==> config.mk <==
export PLATFORM = sky130hd
export DESIGN_NAME = alarm_trigger
export DESIGN_NICKNAME = d
export VERILOG_FILES = /design/src/rtl/alarm_trigger.sv
export SDC_FILE = /design/constraint.sdc
export NUM_CORES = 1
export LEC_CHECK = 0
export BUFFER_PORTS_ARGS = -buffer_cell sky130_fd_sc_hd__buf_2
export CAP_MARGIN = 20
export CORE_MARGIN = 3
export CORE_UTILIZATION = 47
export DETAILED_ROUTE_END_ITERATION = 16
export GPL_ROUTABILITY_DRIVEN = 0
export HOLD_SLACK_MARGIN = 0.15
export PLACE_DENSITY = 0.73
export SLEW_MARGIN = 5
export SYNTH_ARGS = -nofsm -noshare
export SYNTH_HDL_FRONTEND = slang
export SYNTH_SLANG_ARGS = --single-unit
==> constraint.sdc <==
create_clock -name i_Clk -period 2.15 [get_ports i_Clk]
set_clock_uncertainty 0.05 [all_clocks]
set_input_delay 0.43 -clock i_Clk [delete_from_list [all_inputs] [get_ports i_Clk]]
set_output_delay 0.43 -clock i_Clk [all_outputs]
set_load 0.02 [all_outputs]
==> src/rtl/alarm_trigger.sv <==
// alarm_trigger: alarm-clock ring/snooze sequencer.
// Compares the current time against the alarm setting, rings on the first
// cycle of a matching minute, and handles snooze, dismiss and ring timeout.
// Optional build macro: ALARM_TRIGGER_SNOOZE_LIMIT_EN (caps snoozes at MAX_SNOOZES).
//
// state      | meaning
// -----------+--------------------------------------------------------------
// ST_IDLE    | armed or disarmed, waiting for the rising edge of a time match
// ST_RINGING | buzzer requested, ring timer counting down to auto-off
// ST_SNOOZE  | buzzer silenced, snooze timer counting down to re-ring
module alarm_trigger #(
  parameter int SNOOZE_SECONDS       = 540,
  parameter int RING_TIMEOUT_SECONDS = 300,
  parameter int MAX_SNOOZES          = 3
) (
  input  logic       i_Clk,
  input  logic       i_Rst,
  input  logic       i_Tick_1Hz,
  input  logic [4:0] i_Hour,
  input  logic [5:0] i_Minute,
  input  logic [4:0] i_Alarm_Hour,
  input  logic [5:0] i_Alarm_Minute,
  input  logic       i_Alarm_Enable,
  input  logic       i_Snooze,
  input  logic       i_Dismiss,
  output logic       o_Alarm_On,
  output logic       o_Snoozing,
  output logic       o_Timeout,
  output logic [1:0] o_Snooze_Count
);

  localparam int MAX_SECONDS = (SNOOZE_SECONDS > RING_TIMEOUT_SECONDS) ?
                               SNOOZE_SECONDS : RING_TIMEOUT_SECONDS;
  localparam int CW = $clog2(MAX_SECONDS + 1);
  localparam logic [CW-1:0] SNOOZE_LOAD = CW'(SNOOZE_SECONDS);
  localparam logic [CW-1:0] RING_LOAD   = CW'(RING_TIMEOUT_SECONDS);
  localparam logic [CW-1:0] CNT_ONE     = CW'(1);

`ifdef ALARM_TRIGGER_SNOOZE_LIMIT_EN
  localparam logic LIMIT_EN = 1'b1;
`else
  localparam logic LIMIT_EN = 1'b0;
`endif

  typedef enum logic [1:0] {
    ST_IDLE    = 2'd0,
    ST_RINGING = 2'd1,
    ST_SNOOZE  = 2'd2
  } state_t;

  state_t          r_State;
  logic [CW-1:0]   r_Count;
  logic [1:0]      r_Snooze_Count;
  logic            r_Timeout;
  logic            r_Match_Prev;

  state_t          w_Next_State;
  logic [CW-1:0]   w_Next_Count;
  logic [1:0]      w_Next_Snooze_Count;
  logic            w_Next_Timeout;
  logic            w_Match;
  logic            w_Trigger;
  logic            w_Limit_Hit;
  logic            w_Snooze_Ok;

  assign w_Match   = (i_Hour == i_Alarm_Hour) && (i_Minute == i_Alarm_Minute);
  // Edge of the match, so a held matching minute (or enabling inside one) never rings.
  assign w_Trigger = w_Match && !r_Match_Prev && i_Alarm_Enable;

  // The limit compare is always built; the macro only decides whether it gates snooze.
  assign w_Limit_Hit = ({30'd0, r_Snooze_Count} >= 32'(MAX_SNOOZES));
  assign w_Snooze_Ok = i_Snooze && !(LIMIT_EN && w_Limit_Hit);

  // State, shared down-counter, snooze tally, timeout pulse and match history.
  always_ff @(posedge i_Clk) begin
    if (i_Rst) begin
      r_State        <= ST_IDLE;
      r_Count        <= '0;
      r_Snooze_Count <= 2'd0;
      r_Timeout      <= 1'b0;
      r_Match_Prev   <= 1'b1;
    end else begin
      r_State        <= w_Next_State;
      r_Count        <= w_Next_Count;
      r_Snooze_Count <= w_Next_Snooze_Count;
      r_Timeout      <= w_Next_Timeout;
      r_Match_Prev   <= w_Match;
    end
  end

  // Next-state logic; priority is enable-low, dismiss, snooze, tick.
  always_comb begin
    w_Next_State        = r_State;
    w_Next_Count        = r_Count;
    w_Next_Snooze_Count = r_Snooze_Count;
    w_Next_Timeout      = 1'b0;
    case (r_State)
      ST_IDLE: begin
        if (w_Trigger) begin
          w_Next_State = ST_RINGING;
          w_Next_Count = RING_LOAD;
        end
      end
      ST_RINGING: begin
        if (!i_Alarm_Enable || i_Dismiss) begin
          w_Next_State = ST_IDLE;
        end else if (w_Snooze_Ok) begin
          w_Next_State = ST_SNOOZE;
          w_Next_Count = SNOOZE_LOAD;
          if (r_Snooze_Count != 2'd3) begin
            w_Next_Snooze_Count = r_Snooze_Count + 2'd1;
          end
        end else if (i_Tick_1Hz) begin
          if (r_Count == CNT_ONE) begin
            w_Next_State   = ST_IDLE;
            w_Next_Timeout = 1'b1;
          end else if (r_Count != '0) begin
            w_Next_Count = r_Count - CNT_ONE;
          end
        end
      end
      ST_SNOOZE: begin
        if (!i_Alarm_Enable || i_Dismiss) begin
          w_Next_State = ST_IDLE;
        end else if (i_Tick_1Hz) begin
          if (r_Count == CNT_ONE) begin
            w_Next_State = ST_RINGING;
            w_Next_Count = RING_LOAD;
          end else if (r_Count != '0) begin
            w_Next_Count = r_Count - CNT_ONE;
          end
        end
      end
      default: begin
        w_Next_State = ST_IDLE;
      end
    endcase
    // Every entry to (or stay in) IDLE ends the alarm event.
    if (w_Next_State == ST_IDLE) begin
      w_Next_Count        = '0;
      w_Next_Snooze_Count = 2'd0;
    end
  end

  assign o_Alarm_On     = (r_State == ST_RINGING);
  assign o_Snoozing     = (r_State == ST_SNOOZE);
  assign o_Timeout      = r_Timeout;
  assign o_Snooze_Count = r_Snooze_Count;

endmodule

==> impl_metrics.csv, run 1 <==
group,metric,value,unit
run_status,status,"completed",
sta,whs,0.312,ns
synth,synth_edf_count,0,
clocking,cts_buffers,3,
critical_path,path_max_fanout,8,
synth,synth_warnings,0,
clocking,htreeDepth,1,
hold_path,hold_class,"input pin to register",
synth,synth_ff_type,"dfxtp_1",
floorplanning,num_rows,18,
detailed_routing,wl_per_cell,14.3,um
sta,min_period_over_period,95.8,%
grt,grt_pass1_vias,1334,
synth,synth.distinct_cells,42,
clocking,cts.clk_slew.worst_paths,0.10,ns
floorplanning,die_y,58.7,um
grt,grt.total_usage,21.8,%
clocking,insertion_delay,0.30,ns
synth,ys_top_cells_by_area,"dfxtp_1 (25%), ha_1 (7.7%), xor2_1 (7.4%)",
layout,drive_gt1_share,37.7,%
floorplanning,ioPinCount,33,
pwr,powerDensity,339,nW/um^2
pwr,p_int,0.439,mW
critical_path,crit_path_start_kind,"register",
floorplanning,die_w,58.7,um
pwr,p_sw,0.144,mW
detailed_routing,vias,1358,
sta,grt_setup_unrepaired,"true",
detailed_routing,route.detailed.drc,0,
detailed_routing,drt-pass1-iter-count,4,
grt,grt_max_degree,10,
critical_path,criticalPathCategory,"register to register",
grt,grt_antenna_before_repair,0,
critical_path,arrival,2.18,ns
clocking,cts.sinks,16,
critical_path,cp-end-kind,"register",
synth,synth_area,1310,sq um
grt,grt_pass1_wl,5830,um
pwr,p_leak,0.736,nW
sta,maxSlewHeadroom,72.7,%
synth,synthCells,154,
pwr,switching_share,24.8,%
synth,yosys_register_bits,16,
sta,fin_crit,2.06,ns
grt,grt-ovfl-total,0,
detailed_routing,vias_per_cell,5.73,
clocking,hold_buffers,0,
placement,dp_hpwl,2790,um
clocking,cts_tree,"done",
clocking,clockBufferDepth,2,
synth,syn_area_per_cell,8.48,sq um
synth,synthArstFlopShare,0,%
sta,fmax,485,MHz
floorplanning,die_area,3450,sq um
layout,antenna_cells,0,
clocking,clock-root-buffer,"clkbuf_4",
detailed_routing,drt_iter0_markers,62,
sta,report.final.setup_viol,0,
pwr,seq_power_share,51.0,%
job,maxCapViolations,0,
floorplanning,initial_utilization,50.9,%
synth,synth_area_leader_cell,"dfxtp_1",
placement,port-buffer-count,32,
layout,nets,244,
synth,yosysSeqAreaShare,24.5,%
synth,synth.top_cell.area_share,24.5,%
detailed_routing,ant_nets,0,
pwr,power.share.clock,35.3,%
synth,syn_nets,190,
critical_path,required,2.27,ns
pwr,power,0.583,mW
pwr,ir_drop,355,uV
sta,tightestPinTransition,0.408,ns
synth,synthTopCellsByCount,"dfxtp_1 (16), nor2_1 (16), a21oi_1 (13)",
sta,drv_slew,0,
detailed_routing,wl,3400,um
sta,hold_viol,0,
pwr,combPwrFrac,13.7,%
layout,area_growth,31.5,%
floorplanning,core_area,2570,sq um
sta,fin_setup_tns,0,ns
power groups by stage:
| stage | registers [mW] | logic (mW) | clock network [mW] |
|---|---|---|---|
| after floorplan | 0.304 | 0.0406 | 0 |
| after global placement | 0.304 | 0.0764 | 0 |
| after detailed placement | 0.304 | 0.0796 | 0 |
| after CTS | 0.298 | 0.0798 | 0.214 |
| after global routing | 0.298 | 0.0868 | 0.224 |
| final | 0.297 | 0.0797 | 0.206 |
critical path: stages, from the launching register on:
cell	delay, ns
dfxtp_2	0.37
inv_1	0.12
ha_4	0.18
or2_4	0.25
buf_4	0.15
a32oi_2	0.26
o22ai_2	0.15
o21ai_4	0.30
a21oi_1	0.10
worst paths after layout:
path / start / end / slack [ns] / depth (start not counted)
max reg2reg: r_State[0] / r_Count[3] / 0.09 / 8
max: r_State[0] / r_Count[3] / 0.09 / 8
min reg2reg: r_Count[5] / r_Count[5] / 0.49 / 2
min: i_Rst / o_Timeout / 0.31 / 2
layout by cell type (no fill, tap or decap), types with 2 or more instances in the layout:
cell type | netlist | routed
nand3_1 | 7 | 6
inv_1 | 8 | 8
a31oi_1 | 2 | 2
a21oi_1 | 13 | 12
buf_2 | 1 | 32
a21oi_2 | 1 | 2
mux2i_1 | 6 | 6
o22ai_2 | 1 | 2
nor3_1 | 5 | 5
clkbuf_4 | 0 | 3
buf_4 | 0 | 19
a211oi_1 | 4 | 3
ha_1 | 8 | 6
xnor2_1 | 2 | 2
nor2b_1 | 3 | 2
nand4_1 | 2 | 2
xor2_1 | 11 | 11
a41oi_1 | 2 | 2
nor2_1 | 16 | 16
nor4_4 | 3 | 3
nand2_1 | 11 | 11
dfxtp_1 | 16 | 15
o21ai_0 | 7 | 7
o21bai_1 | 2 | 2
nand3b_1 | 2 | 2
cell type report:
class,count,area [sq um]
Timing Repair Buffer,51,303
Tap cell,30,37.5
Multi-Input combinational cell,128,990
Sequential cell,16,322
Clock buffer,4,36.3
Fill cell,208,850
Inverter,8,30.0
kinds of logic after synthesis:
kind of cell / count (synthesis) / synth area share (%)
and+or+nand+nor: 60 / 28.9
adders and majority gates: 8 / 7.66
muxes: 6 / 4.60
xor gates and xnor gates: 13 / 8.72
DFF: 16 / 24.5
buffers and inverters: 10 / 2.97
AOI/OAI and AO/OA: 41 / 22.6
flip-flops by register name, summed over array words and instances (netlist names):
register and count:
o_Snooze_Count 2, r_State 2, o_Timeout 1, r_Match_Prev 1, r_Count 10
metrics by stage:
| stage | std cells | utilization, % | instance area (sq um) | setup slack [ns] |
|---|---|---|---|---|
| 2_1_floorplan | 154 | - | 1330 | 0.00969 |
| 3_5_place_dp | 233 | 64.5 | 1660 | 0.00713 |
| 4_1_cts | 237 | 65.9 | 1690 | 0.0213 |
| 3_3_place_gp | 233 | 64.5 | 1660 | 0.0363 |
| 6_report | 237 | 66.9 | 1720 | 0.0898 |
| 5_1_grt | 237 | 66.9 | 1720 | -0.00977 |
metal layers:
metal  track usage, %  routed length [um]  up-vias
met5                0                   0        -
met4             5.50                  35        0
met3             5.26                 288        4
met2             36.6                1630       55
met1             28.0                1440      630
li1                 -                   -      669
repair_timing:
| action | in CTS | in global routing |
|---|---|---|
| buffers inserted | 0 | 0 |
| endpoints found under the setup margin | 0 | 12 |
| resized for setup | 0 | 6 |
No activity file was read; power rests on OpenSTA's default activity.
==> run 2: changes to the inputs <==
--- a/config.mk
+++ b/config.mk
@@ -5,14 +5,15 @@
 export SDC_FILE = /design/constraint.sdc
 export NUM_CORES = 1
 export LEC_CHECK = 0
+export ABC_AREA = 1
 export BUFFER_PORTS_ARGS = -buffer_cell sky130_fd_sc_hd__buf_2
 export CAP_MARGIN = 20
 export CORE_MARGIN = 3
-export CORE_UTILIZATION = 47
+export CORE_UTILIZATION = 49
 export DETAILED_ROUTE_END_ITERATION = 16
 export GPL_ROUTABILITY_DRIVEN = 0
 export HOLD_SLACK_MARGIN = 0.15
-export PLACE_DENSITY = 0.73
+export PLACE_DENSITY = 0.74
 export SLEW_MARGIN = 5
 export SYNTH_ARGS = -nofsm -noshare
 export SYNTH_HDL_FRONTEND = slang
==> run 2 against run 1 <==
Compared with the run above:
- power decreased by 10%
- clock power decreased by 20%
- sequential share of layout area increased by 0.37 points
- fmax increased by 8.5%
- via count increased by 12%
- sequential power about the same
- cell count increased by 32%
- critical path depth increased by 5
- wire length decreased by 4.4%
==> impl_metrics.csv, run 2 <==
group,metric,value,unit
grt,grt-busiest-layer,"met2",
critical_path,arrival,2.05,ns
pwr,p_sw,0.129,mW
synth,synth.top_cell.area_share,21.8,%
job,maxCapViolations,0,
pwr,p_int,0.396,mW
layout,largest-register,"r_Count",
layout,antenna_cells,0,
detailed_routing,ant_nets,0,
sta,fin_crit,1.90,ns
layout,area_growth,14.2,%
floorplanning,num_rows,19,
synth,syn_area_per_cell,5.95,sq um
detailed_routing,route.detailed.drc,0,
clocking,cts.sinks,16,
grt,grt_antenna_before_repair,0,
pwr,power.share.clock,31.5,%
critical_path,criticalPathCategory,"register to register",
critical_path,path_max_fanout,16,
clocking,postCtsSetupRepairBufs,0,
grt,grt_max_degree,17,
grt,grt-ovfl-total,0,
sta,setup_slack,0.250,ns
synth,yosysSeqAreaShare,21.8,%
synth,ys_top_cells_by_area,"dfxtp_1 (22%), nand2_1 (21%), inv_1 (11%)",
layout,largest_reg_flops,10,
synth,synth_ff_type,"dfxtp_1",
grt,met1_usage,24.6,%
synth,yosys_register_bits,16,
synth,synth_area_leader_cell,"dfxtp_1",
sta,tightestPinTransition,0.371,ns
pwr,combPwrFrac,11.8,%
detailed_routing,drt_iter0_markers,71,
pwr,powerDensity,313,nW/um^2
grt,globalRouteMet2Util,33.0,%
layout,finalNonFillerCells,312,
clocking,clock-root-buffer,"clkbuf_4",
placement,dp_hpwl,2690,um
sta,fmax,526,MHz
floorplanning,ioPinCount,33,
sta,min_period_over_period,88.4,%
layout,nets,319,
clocking,clockBufferDepth,2,
floorplanning,die_w,60.8,um
grt,grt.total_usage,19.5,%
placement,port-buffer-count,32,
grt,grtUsageMet3,3.19,%
synth,synth_edf_count,0,
sta,report.final.setup_viol,0,
synth,yosysMostFrequentCell,"nand2_1",
placement,dp_cells,309,
synth,syn_nets,283,
critical_path,slowest_stage,"dfxtp_1",
critical_path,required,2.30,ns
sta,fin_setup_tns,0,ns
layout,drive_gt1_share,18.5,%
placement,dpl-instance-area,1650,sq um
detailed_routing,vias_per_cell,4.88,
synth,synth.distinct_cells,28,
critical_path,cp_slowest_stage_delay,0.36,ns
synth,synth_area,1470,sq um
critical_path,cp_cell_sequence,"inv_1, ha_1, nand2_2, a21oi_1, nor3_2, o21ai_2, inv_2, nand2_4, inv_1, nand2_1, nand2_1, nand2_1, inv_1",
detailed_routing,wl_per_cell,10.4,um
detailed_routing,drt-pass1-iter-count,4,
hold_path,hold_class,"input pin to register",
critical_path,critPathBufInv,4,
layout,final_common_cell,"nand2_1",
synth,synth_warnings,0,
sta,maxSlewHeadroom,75.1,%
layout,stdcell_area,1680,sq um
clocking,cts_buffers,3,
floorplanning,die_y,60.8,um
floorplanning,core_area,2810,sq um
layout,fillers,280,
critical_path,cp-end-kind,"register",
sta,drv_slew,0,
run_status,status,"completed",
grt,grt_pass1_wl,5460,um
grt,grt_pass1_vias,1344,
clocking,cts_tree,"done",
layout,final_core_utilization,59.8,%
pwr,switching_share,24.6,%
sta,hold_viol,0,
pwr,ir_drop,351,uV
critical_path,path_delay_family,"simple AND/OR/NAND/NOR gates",
synth,synthArstFlopShare,0,%
placement,preCtsSetupSlack,0.219,ns
detailed_routing,wl,3250,um
clocking,htreeDepth,1,
pwr,seq_power_share,56.7,%
synth,synthTopCellsByCount,"nand2_1 (83), inv_1 (44), nor2_1 (22)",
clocking,cts.clk_slew.worst_paths,0.09,ns
pwr,p_leak,1.00,nW
critical_path,crit_path_start_kind,"register",
floorplanning,initial_utilization,52.4,%
detailed_routing,vias,1521,
floorplanning,die_area,3690,sq um
layout,final_cell_mix,"nand2_1 (82), inv_1 (44), buf_2 (32), nor2_1 (22), nand3_1 (19)",
clocking,insertion_delay,0.29,ns
sta,grt_setup_unrepaired,"false",
synth,synthCells,247,
[run 2: cell count changes after synthesis, sizes merged, moves of 4 or more]
| cell | before | now |
|---|---|---|
| nor3 | 6 | 2 |
| inv | 8 | 46 |
| mux2i | 6 | 1 |
| nand2 | 11 | 89 |
| nor2 | 16 | 26 |
| a211oi | 4 | 0 |
| xnor2 | 2 | 6 |
| xor2 | 11 | 5 |
| a21oi | 14 | 7 |
| nand3 | 7 | 21 |
[run 2: path summary, 6_finish.rpt]
kind	start	endpoint	slack (ns)	depth (start not counted)
min	i_Rst	o_Timeout	0.28	2
max reg2reg	r_State[1]	r_Count[2]	0.25	13
min reg2reg	o_Snooze_Count[1]	o_Snooze_Count[1]	0.49	2
max	r_State[1]	r_Count[2]	0.25	13
[run 2: through the flow]
stage          hold WS, ns  power (mW)
3_3_place_gp         0.476       0.365
4_1_cts              0.284       0.527
5_1_grt              0.302       0.547
2_1_floorplan        0.458       0.334
3_5_place_dp         0.483       0.366
6_report             0.280       0.524
[run 2: final cells by class]
cell class	count	area, sq um	share of cell area, %
multi-input combinational	183	960	57.2
sequential	16	320	19.1
inverter	47	176	10.5
timing repair buffer	32	160	9.55
tap	31	38.8	2.31
clock buffer	3	22.5	1.34
[run 2: what timing repair did]
item | CTS | global route
hold buffers | 0 | 0
resized for setup | 0 | 1
setup endpoints to repair | 0 | 5
[run 2: logic make-up after synthesis]
group           synth area share [%]
flops                           21.8
fa+ha+maj                       6.81
buf+inv                         13.0
xor+xnor                        6.56
mux                            0.681
simple gates                    44.3
compound gates                  6.81
[run 2: routing by layer]
layer  vias up  share of wire, %
li1        827                 -
met1       651                45
met2        39                46
met3         4               6.9
met4         0               1.7
met5         -                 0
[run 2: power groups by stage]
| stage | combinational (mW) | clock [mW] | sequential, mW |
|---|---|---|---|
| 2_1_floorplan | 0.0300 | 0 | 0.304 |
| 3_3_place_gp | 0.0612 | 0 | 0.304 |
| 3_5_place_dp | 0.0620 | 0 | 0.304 |
| 4_1_cts | 0.0624 | 0.167 | 0.297 |
| 5_1_grt | 0.0712 | 0.178 | 0.298 |
| 6_report | 0.0619 | 0.165 | 0.297 |
==> run 3: changes to the inputs <==
--- a/config.mk
+++ b/config.mk
@@ -8,6 +8,7 @@
 export ABC_AREA = 1
 export BUFFER_PORTS_ARGS = -buffer_cell sky130_fd_sc_hd__buf_2
 export CAP_MARGIN = 20
+export CORE_ASPECT_RATIO = 1.2
 export CORE_MARGIN = 3
 export CORE_UTILIZATION = 49
 export DETAILED_ROUTE_END_ITERATION = 16
==> run 3 against run 2 <==
Compared with the run above:
- combinational power barely moved
- sequential share of layout area barely moved
- global-route usage fell by 0.82 points
- worst hold slack improved by 0.017 ns
- sequential power barely moved
- clock power fell by 5%
- via count rose by 0.20%
- utilization fell by 0.55 points
- non-clock buffer count did not move
- sequential cell count did not move
- critical path depth did not move
==> impl_metrics.csv, run 3 (synthesized netlist as in run 2, its figures left out) <==
group,metric,value,unit
run_status,status,"completed",
placement,dpl-instance-area,1660,sq um
critical_path,path_delay_family,"simple AND/OR/NAND/NOR gates",
clocking,clockBufferDepth,2,
pwr,seq_power_share,57.7,%
grt,grt_antenna_before_repair,0,
detailed_routing,wl_per_cell,10.2,um
sta,maxSlewHeadroom,77.6,%
sta,hold_viol,0,
layout,nets,319,
layout,drive_gt1_share,18.5,%
layout,finalNonFillerCells,315,
pwr,powerDensity,307,nW/um^2
clocking,cts_tree,"done",
detailed_routing,route.detailed.drc,0,
sta,min_period_over_period,86.1,%
job,maxCapViolations,0,
sta,grt_setup_unrepaired,"false",
floorplanning,die_y,66.0,um
pwr,power.share.clock,30.4,%
placement,port-buffer-count,32,
layout,final_cell_mix,"nand2_1 (83), inv_1 (44), buf_2 (32), nor2_1 (22), nand3_1 (19)",
clocking,insertion_delay,0.28,ns
sta,drv_slew,0,
layout,area_growth,14.5,%
pwr,p_int,0.395,mW
layout,largest_reg_flops,10,
placement,dp_hpwl,2640,um
critical_path,crit_path_start_kind,"register",
critical_path,slowest_stage,"dfxtp_1",
layout,stdcell_area,1680,sq um
detailed_routing,drt-pass1-iter-count,4,
placement,preCtsSetupSlack,0.231,ns
floorplanning,ioPinCount,33,
hold_path,hold_class,"input pin to register",
clocking,cts.sinks,16,
floorplanning,initial_utilization,51.8,%
sta,fin_crit,1.85,ns
detailed_routing,wl,3220,um
pwr,switching_share,23.4,%
critical_path,arrival,1.99,ns
detailed_routing,highest_layer,"met3",
floorplanning,core_area,2840,sq um
grt,grt-ovfl-total,0,
critical_path,required,2.29,ns
grt,grt.total_usage,18.7,%
placement,dp_cells,312,
sta,tightestPinTransition,0.334,ns
sta,report.final.setup_viol,0,
critical_path,critPathMostFrequentCell,"nand2_1",
floorplanning,die_w,56.0,um
pwr,combPwrFrac,11.9,%
clocking,cts.clk_slew.worst_paths,0.09,ns
grt,grt_max_degree,17,
critical_path,cp_cell_sequence,"inv_1, ha_2, nand2_1, a21oi_1, nor3_2, o21ai_2, inv_2, nand2_4, inv_1, nand2_1, nand2_1, nand2_1, inv_1",
sta,fin_setup_tns,0,ns
pwr,p_sw,0.120,mW
critical_path,path_max_fanout,16,
detailed_routing,ant_nets,0,
clocking,clock-root-buffer,"clkbuf_4",
critical_path,cp-end-kind,"register",
detailed_routing,routedLengthMet1,1430,um
pwr,ir_drop,278,uV
layout,final_core_utilization,59.3,%
critical_path,criticalPathCategory,"register to register",
floorplanning,num_rows,21,
detailed_routing,dr_wl_met2,1610,um
grt,grt_pass1_vias,1372,
layout,antenna_cells,0,
pwr,p_leak,1.00,nW
floorplanning,die_area,3690,sq um
detailed_routing,wl_met3,166,um
layout,largest-register,"r_Count",
detailed_routing,vias_per_cell,4.84,
clocking,cts_buffers,3,
detailed_routing,vias,1524,
detailed_routing,drt_iter0_markers,93,
sta,fmax,540,MHz
critical_path,critPathBufInv,4,
sta,setup_slack,0.299,ns
critical_path,cp_slowest_stage_delay,0.36,ns
clocking,htreeDepth,1,
layout,final_common_cell,"nand2_1",
grt,grt_pass1_wl,5670,um
==> run 3: timing repair <==
item | 4_1_cts | 5_1_grt
setup buffers | 0 | 0
resized for setup | 0 | 1
hold buffers | 0 | 0
endpoints found under the setup margin | 0 | 2
==> run 3: layout make-up <==
cell class                      count  area, sq um
Inverter                           47          176
Multi-Input combinational cell    183          960
Fill cell                         310         1160
Sequential cell                    16          320
Timing Repair Buffer               32          160
Tap cell                           34         42.5
Clock buffer                        3         22.5
==> run 3: metrics by stage <==
stage,hold WS [ns],power (mW)
finish,0.297,0.516
global route,0.289,0.543
CTS,0.286,0.524
detailed placement,0.484,0.366
global placement,0.483,0.365
floorplan,0.458,0.334
==> run 3: power groups by stage <==
stage / sequential [mW] / clock, mW / combinational [mW]
2_1_floorplan: 0.304 / 0 / 0.0300
3_3_place_gp: 0.304 / 0 / 0.0611
3_5_place_dp: 0.304 / 0 / 0.0621
4_1_cts: 0.297 / 0.165 / 0.0624
5_1_grt: 0.298 / 0.174 / 0.0716
6_report: 0.297 / 0.157 / 0.0616
==> run 3: per-layer routing <==
| metal | vias to the layer above | track usage [%] |
|---|---|---|
| li1 | 828 | - |
| met3 | 0 | 1.95 |
| met2 | 34 | 33.3 |
| met1 | 662 | 23.8 |
| met4 | 0 | 5.34 |
| met5 | - | 0 |
==> run 3: final timing paths <==
| check | from | end | slack, ns | cells past startpoint |
|---|---|---|---|---|
| setup / recovery | r_State[1] | r_Count[3] | 0.30 | 13 |
| hold / removal | i_Rst | o_Timeout | 0.30 | 2 |
| setup reg to reg | r_State[1] | r_Count[3] | 0.30 | 13 |
| hold reg to reg | o_Snooze_Count[1] | o_Snooze_Count[1] | 0.50 | 2 |
